### src/rtl/alu_writeback.sv
// rtl/alu_writeback.sv - ALU write-back stage: 2-entry skid buffer, NZCV register, branch condition evaluation.
module alu_writeback #(
  parameter int DATA_W = 32,
  parameter int RD_W   = 4
) (
  input  logic              clock,
  input  logic              reset,
  input  logic              in_valid,
  output logic              in_ready,
  input  logic [DATA_W-1:0] in_result,
  input  logic              in_zero,
  input  logic              in_carry,
  input  logic              in_overflow,
  input  logic [RD_W-1:0]   in_rd,
  input  logic              in_we,
  input  logic              in_setflags,
  output logic              wb_valid,
  input  logic              wb_ready,
  output logic [DATA_W-1:0] wb_data,
  output logic [RD_W-1:0]   wb_rd,
  output logic              wb_we,
  output logic [3:0]        flags_q,
  input  logic [3:0]        cond,
  output logic              cond_true,
  output logic [1:0]        occupancy
);

  logic              main_valid;
  logic [DATA_W-1:0] main_data;
  logic [RD_W-1:0]   main_rd;
  logic              main_we;

  logic              skid_valid;
  logic [DATA_W-1:0] skid_data;
  logic [RD_W-1:0]   skid_rd;
  logic              skid_we;

  logic accept;
  logic drain;

  // in_ready comes straight from a flop, so it never depends on wb_ready.
  assign in_ready = !skid_valid;
  assign accept   = in_valid && in_ready;
  assign drain    = main_valid && wb_ready;

  always_ff @(posedge clock or negedge reset) begin
    if (!reset) begin
      main_valid <= 1'b0;
      main_data  <= '0;
      main_rd    <= '0;
      main_we    <= 1'b0;
    end else if (drain) begin
      if (skid_valid) begin
        main_valid <= 1'b1;
        main_data  <= skid_data;
        main_rd    <= skid_rd;
        main_we    <= skid_we;
      end else if (accept) begin
        main_valid <= 1'b1;
        main_data  <= in_result;
        main_rd    <= in_rd;
        main_we    <= in_we;
      end else begin
        main_valid <= 1'b0;
      end
    end else if (accept && !main_valid) begin
      main_valid <= 1'b1;
      main_data  <= in_result;
      main_rd    <= in_rd;
      main_we    <= in_we;
    end
  end

  // Skid only fills when main is held by back-pressure; it empties on the next drain.
  always_ff @(posedge clock or negedge reset) begin
    if (!reset) begin
      skid_valid <= 1'b0;
      skid_data  <= '0;
      skid_rd    <= '0;
      skid_we    <= 1'b0;
    end else if (drain) begin
      skid_valid <= 1'b0;
    end else if (accept && main_valid) begin
      skid_valid <= 1'b1;
      skid_data  <= in_result;
      skid_rd    <= in_rd;
      skid_we    <= in_we;
    end
  end

  // Flags follow the accept, not the drain, so a dependent branch sees them immediately.
  always_ff @(posedge clock or negedge reset) begin
    if (!reset) begin
      flags_q <= 4'b0000;
    end else if (accept && in_setflags) begin
      flags_q <= {in_result[DATA_W-1], in_zero, in_carry, in_overflow};
    end
  end

  assign wb_valid  = main_valid;
  assign wb_data   = main_data;
  assign wb_rd     = main_rd;
  assign wb_we     = main_we;
  assign occupancy = {1'b0, main_valid} + {1'b0, skid_valid};

  logic flag_n, flag_z, flag_c, flag_v;
  assign {flag_n, flag_z, flag_c, flag_v} = flags_q;

  always_comb begin
    cond_true = 1'b0;
    case (cond)
      4'd0:    cond_true = flag_z;
      4'd1:    cond_true = !flag_z;
      4'd2:    cond_true = flag_c;
      4'd3:    cond_true = !flag_c;
      4'd4:    cond_true = flag_n;
      4'd5:    cond_true = !flag_n;
      4'd6:    cond_true = flag_v;
      4'd7:    cond_true = !flag_v;
      4'd8:    cond_true = flag_c && !flag_z;
      4'd9:    cond_true = !flag_c || flag_z;
      4'd10:   cond_true = (flag_n == flag_v);
      4'd11:   cond_true = (flag_n != flag_v);
      4'd12:   cond_true = !flag_z && (flag_n == flag_v);
      4'd13:   cond_true = flag_z || (flag_n != flag_v);
      4'd14:   cond_true = 1'b1;
      default: cond_true = 1'b0;
    endcase
  end

endmodule

### config.mk
export PLATFORM = sky130hd
export DESIGN_NAME = alu_writeback
export DESIGN_NICKNAME = d
export VERILOG_FILES = /design/src/rtl/alu_writeback.sv
export SDC_FILE = /design/constraint.sdc
export NUM_CORES = 1
export LEC_CHECK = 0
export ABC_CLOCK_PERIOD_IN_PS = 2200
export BUFFER_PORTS_ARGS = -buffer_cell sky130_fd_sc_hd__buf_2
export CORE_AREA = 2 2 84 86
export CTS_BUF_LIST = sky130_fd_sc_hd__clkbuf_4 sky130_fd_sc_hd__clkbuf_8
export DETAILED_ROUTE_END_ITERATION = 12
export DIE_AREA = 0 0 86 88
export PLACE_DENSITY = 0.8
export SLEW_MARGIN = 20
export SYNTH_ARGS = -nofsm -noshare
export SYNTH_HDL_FRONTEND = slang
export SYNTH_SLANG_ARGS = --single-unit
### constraint.sdc
create_clock -name clock -period 2.2 [get_ports clock]
set_input_delay 0.11 -clock clock [delete_from_list [all_inputs] [get_ports clock]]
set_output_delay 0.11 -clock clock [all_outputs]
set_load 0.01 [all_outputs]
==> results.py, run 1 <==
metrics = {
    "status": {
        "outcome": "complete, no violations",
    },
    "drt": {
        "first_pass_iters": 4,
        "vias": 2534,
        "postRouteAntennaNets": 0,
        "drc": 0,
        "vias_per_cell": 5.32,
        "wire_per_inst_um": 14.9,
        "wl_um": 7090,
        "drtIter0Drc": 73,
    },
    "global_route": {
        "grt_pass1_vias": 2554,
        "grt_overflow": 0,
        "grt_use_total": 0.188,
        "grt_max_degree": 81,
        "antenna_found_initial": 0,
        "grt_pass1_wl_um": 11100,
    },
    "yosys": {
        "yosysTopAreaCell": "dfrtp_1",
        "synthCells": 283,
        "yosys-top-cells-count": "dfrtp_1, mux2_2, a21oi_1, nor2_1, mux2i_1",
        "syn_area_per_cell_um2": 12.3,
        "ys_warn_count": 0,
        "syn-cell-area_um2": 3470,
        "synth.most_common_cell": "dfrtp_1",
        "ys_seq_area_frac": 0.577,
        "ys_async_sr_fraction": 1.00,
        "ys_types": 30,
        "synth_edf_count": 0,
        "syn_nets": 333,
        "ys_ff_latch": 80,
        "yosys.area.top_type_share": 0.577,
        "synthTopCellsByArea": "dfrtp_1, mux2_2, mux2i_1, a21oi_1, nor2_1",
        "ys.flop_type": "dfrtp_1",
    },
    "clock_tree": {
        "cts-root-buf": "clkbuf_8",
        "cts_tree": "done",
        "clock-sinks": 80,
        "htreeDepth": 3,
        "clk_latency_ns": 0.34,
        "numCtsBuffers": 9,
        "max-clock-path-buffers": 2,
        "path_clk_slew_ns": 0.08,
    },
    "setup_path": {
        "worstReg2RegEnd": "skid_data[15]",
        "cp-start-kind": "flip-flop",
        "worstPathRequired_ns": 2.09,
        "arrival_ns": 2.04,
        "cp_max_fo": 3,
        "reg2reg_depth": 3,
        "slowest_delay_ns": 0.49,
        "r2r-start": "skid_valid",
        "r2r_setup_slack_ns": 0.53,
        "critPathKind": "flip-flop to primary output",
        "slowest_stage": "or4b_4",
        "path_cells": "or4b_4, o221a_4, a211o_1, a32o_1, buf_2",
        "crit_path_end_kind": "primary output",
    },
    "place": {
        "dp.cells": 447,
        "port_buffers": 94,
        "hpwl_um": 4560,
        "gp_congestion": 0.786,
    },
    "pwr": {
        "p_leak_nw": 2.21,
        "vdd_drop_max_v": 0.000694,
        "powerDensity_nw_per_um2": 1450,
    },
    "timing": {
        "grt_setup_unrepaired": "no",
        "hold_viol": 0,
        "period_needed_ns": 2.15,
        "fin_setup_tns_ns": 0,
        "fin_skew_ns": 0.0114,
        "drv_slew": 0,
        "slew_headroom": 0.526,
        "fmax_mhz": 466,
        "setup_viol": 0,
        "worst_pin_slew_ns": 0.711,
        "timing.final.crit_share": 0.976,
    },
    "finish": {
        "fin_cells": 476,
        "drive_above_1_share": 0.414,
        "syn_to_final_growth_pct": 28.1,
        "diodes": 0,
        "final_nets": 441,
    },
    "die": {
        "dieArea_um2": 7570,
        "fp.dieH_um": 88,
        "core_um2": 6640,
        "die_w_um": 86,
        "rows": 30,
        "pin_count": 95,
        "start_util": 0.522,
    },
    "worst_hold_path": {
        "hold_start": "in_result[0]",
        "hold-path-cell-count": 2,
        "hp-class": "primary input to flip-flop",
        "hold_end": "skid_data[0]",
    },
    "flow_run": {
        "maxCapViolations": 0,
    },
}
[worst max-delay path, delay by kind of cell (launching register included)]
kind / cells / cell delay [ns]
AO/OA/AOI/OAI: 3 / 0.68
AND/OR/NAND/NOR: 1 / 0.49
flip-flops: 1 / 0.40
buffers and inverters: 1 / 0.14
[registers in the layout (all words and copies together) (netlist names)]
signal      cells
wb_we           1
skid_rd         4
skid_data      32
wb_valid        1
skid_we         1
flags_q         4
skid_valid      1
wb_rd           4
wb_data        32
[final cells by class]
type / instances / area [um^2]
Clock buffer: 11 / 139
Fill cell: 520 / 2200
Tap cell: 80 / 100
Timing Repair Buffer: 113 / 647
Multi-Input combinational cell: 183 / 1410
Inverter: 4 / 15.0
Sequential cell: 80 / 2000
Clock inverter: 5 / 129
[what timing repair did]
item / in CTS / in global routing
pin swaps: 0 / 0
endpoints found under the hold margin: 90 / 0
gates resized for setup: 0 / 2
endpoints found under the setup margin: 1 / 1
hold buffers: 11 / 0
buffers inserted: 1 / 1
[how the worst max path moves through the flow]
stage	start	end	slack, ns	cells after the start
floorplan	flags_q[2]	cond_true	0.52	4
global placement	flags_q[2]	cond_true	0.45	5
detailed placement	flags_q[2]	cond_true	0.38	5
CTS	flags_q[2]	cond_true	0.04	5
global route	flags_q[2]	cond_true	0.003	5
finish	flags_q[2]	cond_true	0.05	5
[metrics by stage]
stage	hold slack (ns)	instance area (um^2)	power (mW)	worst slack, ns	utilization
final	0.0174	4440	6.42	0.0531	0.668
after global routing	0.00425	4440	6.84	0.00297	0.668
after CTS	0.00102	4420	6.46	0.0410	0.665
after detailed placement	0.348	4030	5.00	0.385	0.607
after global placement	0.328	4030	4.87	0.452	0.607
after floorplan	-0.186	3470	4.17	0.525	-
[layout by cell type, fill, tap and decap left out, drive strengths merged]
cell type / n
nand2: 2
inv: 4
o22ai: 1
a32o: 1
buf: 102
o22a: 1
nor2: 39
a22o: 1
mux2: 41
a211o: 1
or4b: 1
a211oi: 1
clkinv: 1
a21oi: 40
xor2: 2
and2: 2
dfrtp: 80
nor4bb: 1
dlygate4sd3: 11
o211ai: 2
nand3: 3
o2111ai: 1
nor2b: 2
nor3b: 1
clkbuf: 11
mux2i: 37
ha: 1
or3b: 1
o221a: 1
bufinv: 4
[power breakdown]
| group | switching [mW] | total, mW | internal [mW] |
|---|---|---|---|
| Combinational | 1.21 | 2.37 | 1.16 |
| Sequential | 0.419 | 2.64 | 2.22 |
| Clock | 0.510 | 1.41 | 0.897 |
| Total | 2.14 | 6.42 | 4.27 |
[metal layers]
metal	wire length, um	track usage	part of all wire	vias up
li1	-	-	-	1222
met1	3020	0.225	0.43	1232
met2	3570	0.326	0.50	71
met3	403	0.0415	0.057	9
met4	99	0.0808	0.014	0
met5	0	0	0	-
[cell families after synthesis]
family | Yosys count | synth area share
multiplexers | 78 | 0.240
AND/OR/NAND/NOR | 52 | 0.0671
buffers and inverters | 20 | 0.0245
flip-flops | 80 | 0.577
XOR/XNOR | 2 | 0.00505
AO/OA/AOI/OAI | 50 | 0.0823
adder cells (fa/ha/maj) | 1 | 0.00361
(Power assumes the default switching activity.)
==> run 2: changes to the inputs <==
Settings changed: RECOVER_POWER from default to 50.
==> run 2 against run 1 <==
Die area unchanged. Design area down 0.99%. Critical endpoint unchanged. Register-to-register slack about the same. Combinational power decreased by 3%. Sequential cell count is the same. Largest cell class unchanged. Worst hold slack got worse by 0.0014 ns. Largest power group unchanged. Sequential share of layout area up 0.45 points. Non-clock buffer count stayed put. Wire length down 0.48%. Highest routed layer unchanged.
==> results.py, run 2 (same netlist as run 1, synthesis figures left out) <==
metrics = {
    "setup_path": {
        "path_cells": "or4b_4, o221a_4, a211o_1, a32o_1, buf_2",
        "slowest_delay_ns": 0.49,
        "r2r_setup_slack_ns": 0.52,
        "crit_path_end_kind": "primary output",
        "critPathBufInv": 1,
        "worstPathRequired_ns": 2.09,
        "arrival_ns": 2.04,
        "crit_family": "compound AO/OA/AOI/OAI gates",
        "slowest_stage": "or4b_4",
        "cp_max_fo": 3,
        "cp-start-kind": "flip-flop",
        "critPathKind": "flip-flop to primary output",
    },
    "clock_tree": {
        "cts_tree": "done",
        "path_clk_slew_ns": 0.08,
        "clk_latency_ns": 0.34,
        "htreeDepth": 3,
        "max-clock-path-buffers": 2,
        "clock-sinks": 80,
        "numCtsBuffers": 9,
        "cts-root-buf": "clkbuf_8",
    },
    "drt": {
        "postRouteAntennaNets": 0,
        "wire_per_inst_um": 14.8,
        "vias": 2537,
        "wl_um": 7050,
        "drtIter0Drc": 72,
        "vias_per_cell": 5.33,
        "first_pass_iters": 4,
        "drc": 0,
    },
    "die": {
        "dieArea_um2": 7570,
        "core_um2": 6640,
        "rows": 30,
        "pin_count": 95,
        "start_util": 0.522,
        "fp.dieH_um": 88,
        "die_w_um": 86,
    },
    "global_route": {
        "grt_overflow": 0,
        "grt_pass1_wl_um": 11100,
        "grt_use_total": 0.188,
        "grt_pass1_vias": 2554,
        "busiest_layer": "met2",
        "grtUsageMet3": 0.0415,
        "use_met2": 0.326,
        "antenna_found_initial": 0,
        "use_met1": 0.225,
        "grt_max_degree": 81,
    },
    "pwr": {
        "vdd_drop_max_v": 0.000677,
        "p_clk_frac": 0.222,
        "combPwrFrac": 0.361,
        "switching_share": 0.339,
        "powerDensity_nw_per_um2": 1440,
        "intPower_mw": 4.20,
        "p_leak_nw": 2.14,
        "seq_power_share": 0.417,
        "p_switching_mw": 2.15,
    },
    "timing": {
        "drv_slew": 0,
        "slew_headroom": 0.287,
        "setup_viol": 0,
        "timing.final.crit_share": 0.977,
        "fin_skew_ns": 0.0120,
        "worst_pin_slew_ns": 1.07,
        "fin_setup_tns_ns": 0,
        "hold_ws_ns": 0.0160,
        "grt_setup_unrepaired": "no",
        "hold_viol": 0,
        "fmax_mhz": 465,
        "period_needed_ns": 2.15,
    },
    "finish": {
        "final-seq-area_um2": 2000,
        "multi_input_area_um2": 1410,
        "final_common_cell": "dfrtp_1",
        "final_nets": 441,
        "syn_to_final_growth_pct": 26.8,
        "final.fill_count": 531,
        "drive_above_1_share": 0.333,
        "diodes": 0,
        "mostFrequentLayoutCells": "dfrtp_1, buf_2, mux2_2",
    },
    "status": {
        "outcome": "complete, no violations",
    },
    "worst_hold_path": {
        "hp-class": "primary input to flip-flop",
    },
    "place": {
        "gp_congestion": 0.786,
        "port_buffers": 94,
        "hpwl_um": 4560,
    },
    "flow_run": {
        "maxCapViolations": 0,
    },
}
## run 2: cell types whose count changed in the layout (fill, tap and decap cells not counted)
cell and delta:
buf_6 -1, buf_2 -32, clkbuf_1 +32, clkbuf_4 +1
## run 2: per-stage QoR
stage               power, mW  utilization  cell area, um^2  instances  setup slack (ns)
floorplan                4.17            -             3470        283             0.525
global placement         4.87        0.607             4030        447             0.452
detailed placement       5.00        0.607             4030        447             0.385
CTS                      6.46        0.665             4420        475            0.0410
global route             6.77        0.662             4400        476           0.00297
finish                   6.34        0.662             4400        476            0.0507
## run 2: worst paths after layout
| check | from | endpoint | depth (start not counted) |
|---|---|---|---|
| max | flags_q[2] | cond_true | 5 |
| min | in_result[0] | skid_data[0] | 2 |
| max reg2reg | skid_valid | skid_data[11] | 3 |
| min in group asynchronous | reset | skid_data[3] | 2 |
| min reg2reg | skid_data[16] | skid_data[16] | 1 |
| max in group asynchronous | reset | skid_rd[3] | 2 |
## run 2: power groups by stage
stage | Sequential (mW) | Combinational (mW) | Clock (mW)
finish | 2.64 | 2.29 | 1.41
global route | 2.73 | 2.55 | 1.49
CTS | 2.64 | 2.38 | 1.44
detailed placement | 2.67 | 2.34 | 0
global placement | 2.62 | 2.25 | 0
floorplan | 2.77 | 1.39 | 0
## run 2: area by class of cell
cell class              instances  area share
repair buffers                113       0.137
clock buffers                  11      0.0316
multi-input cells             183       0.320
flip-flops and latches         80       0.455
clock inverters                 5      0.0293
well taps                      80      0.0228
inverters                       4     0.00341
## run 2: timing repair
action	CTS	global route
hold endpoints to repair	90	0
setup endpoints to repair	1	1
gates resized for setup	0	2
setup buffers	1	1
pin swaps	0	0
hold buffers	11	0
## run 2: routing by layer
layer,part of all wire,up-vias
met5,0,-
met1,0.43,1230
li1,-,1222
met4,0.017,0
met2,0.50,75
met3,0.055,10
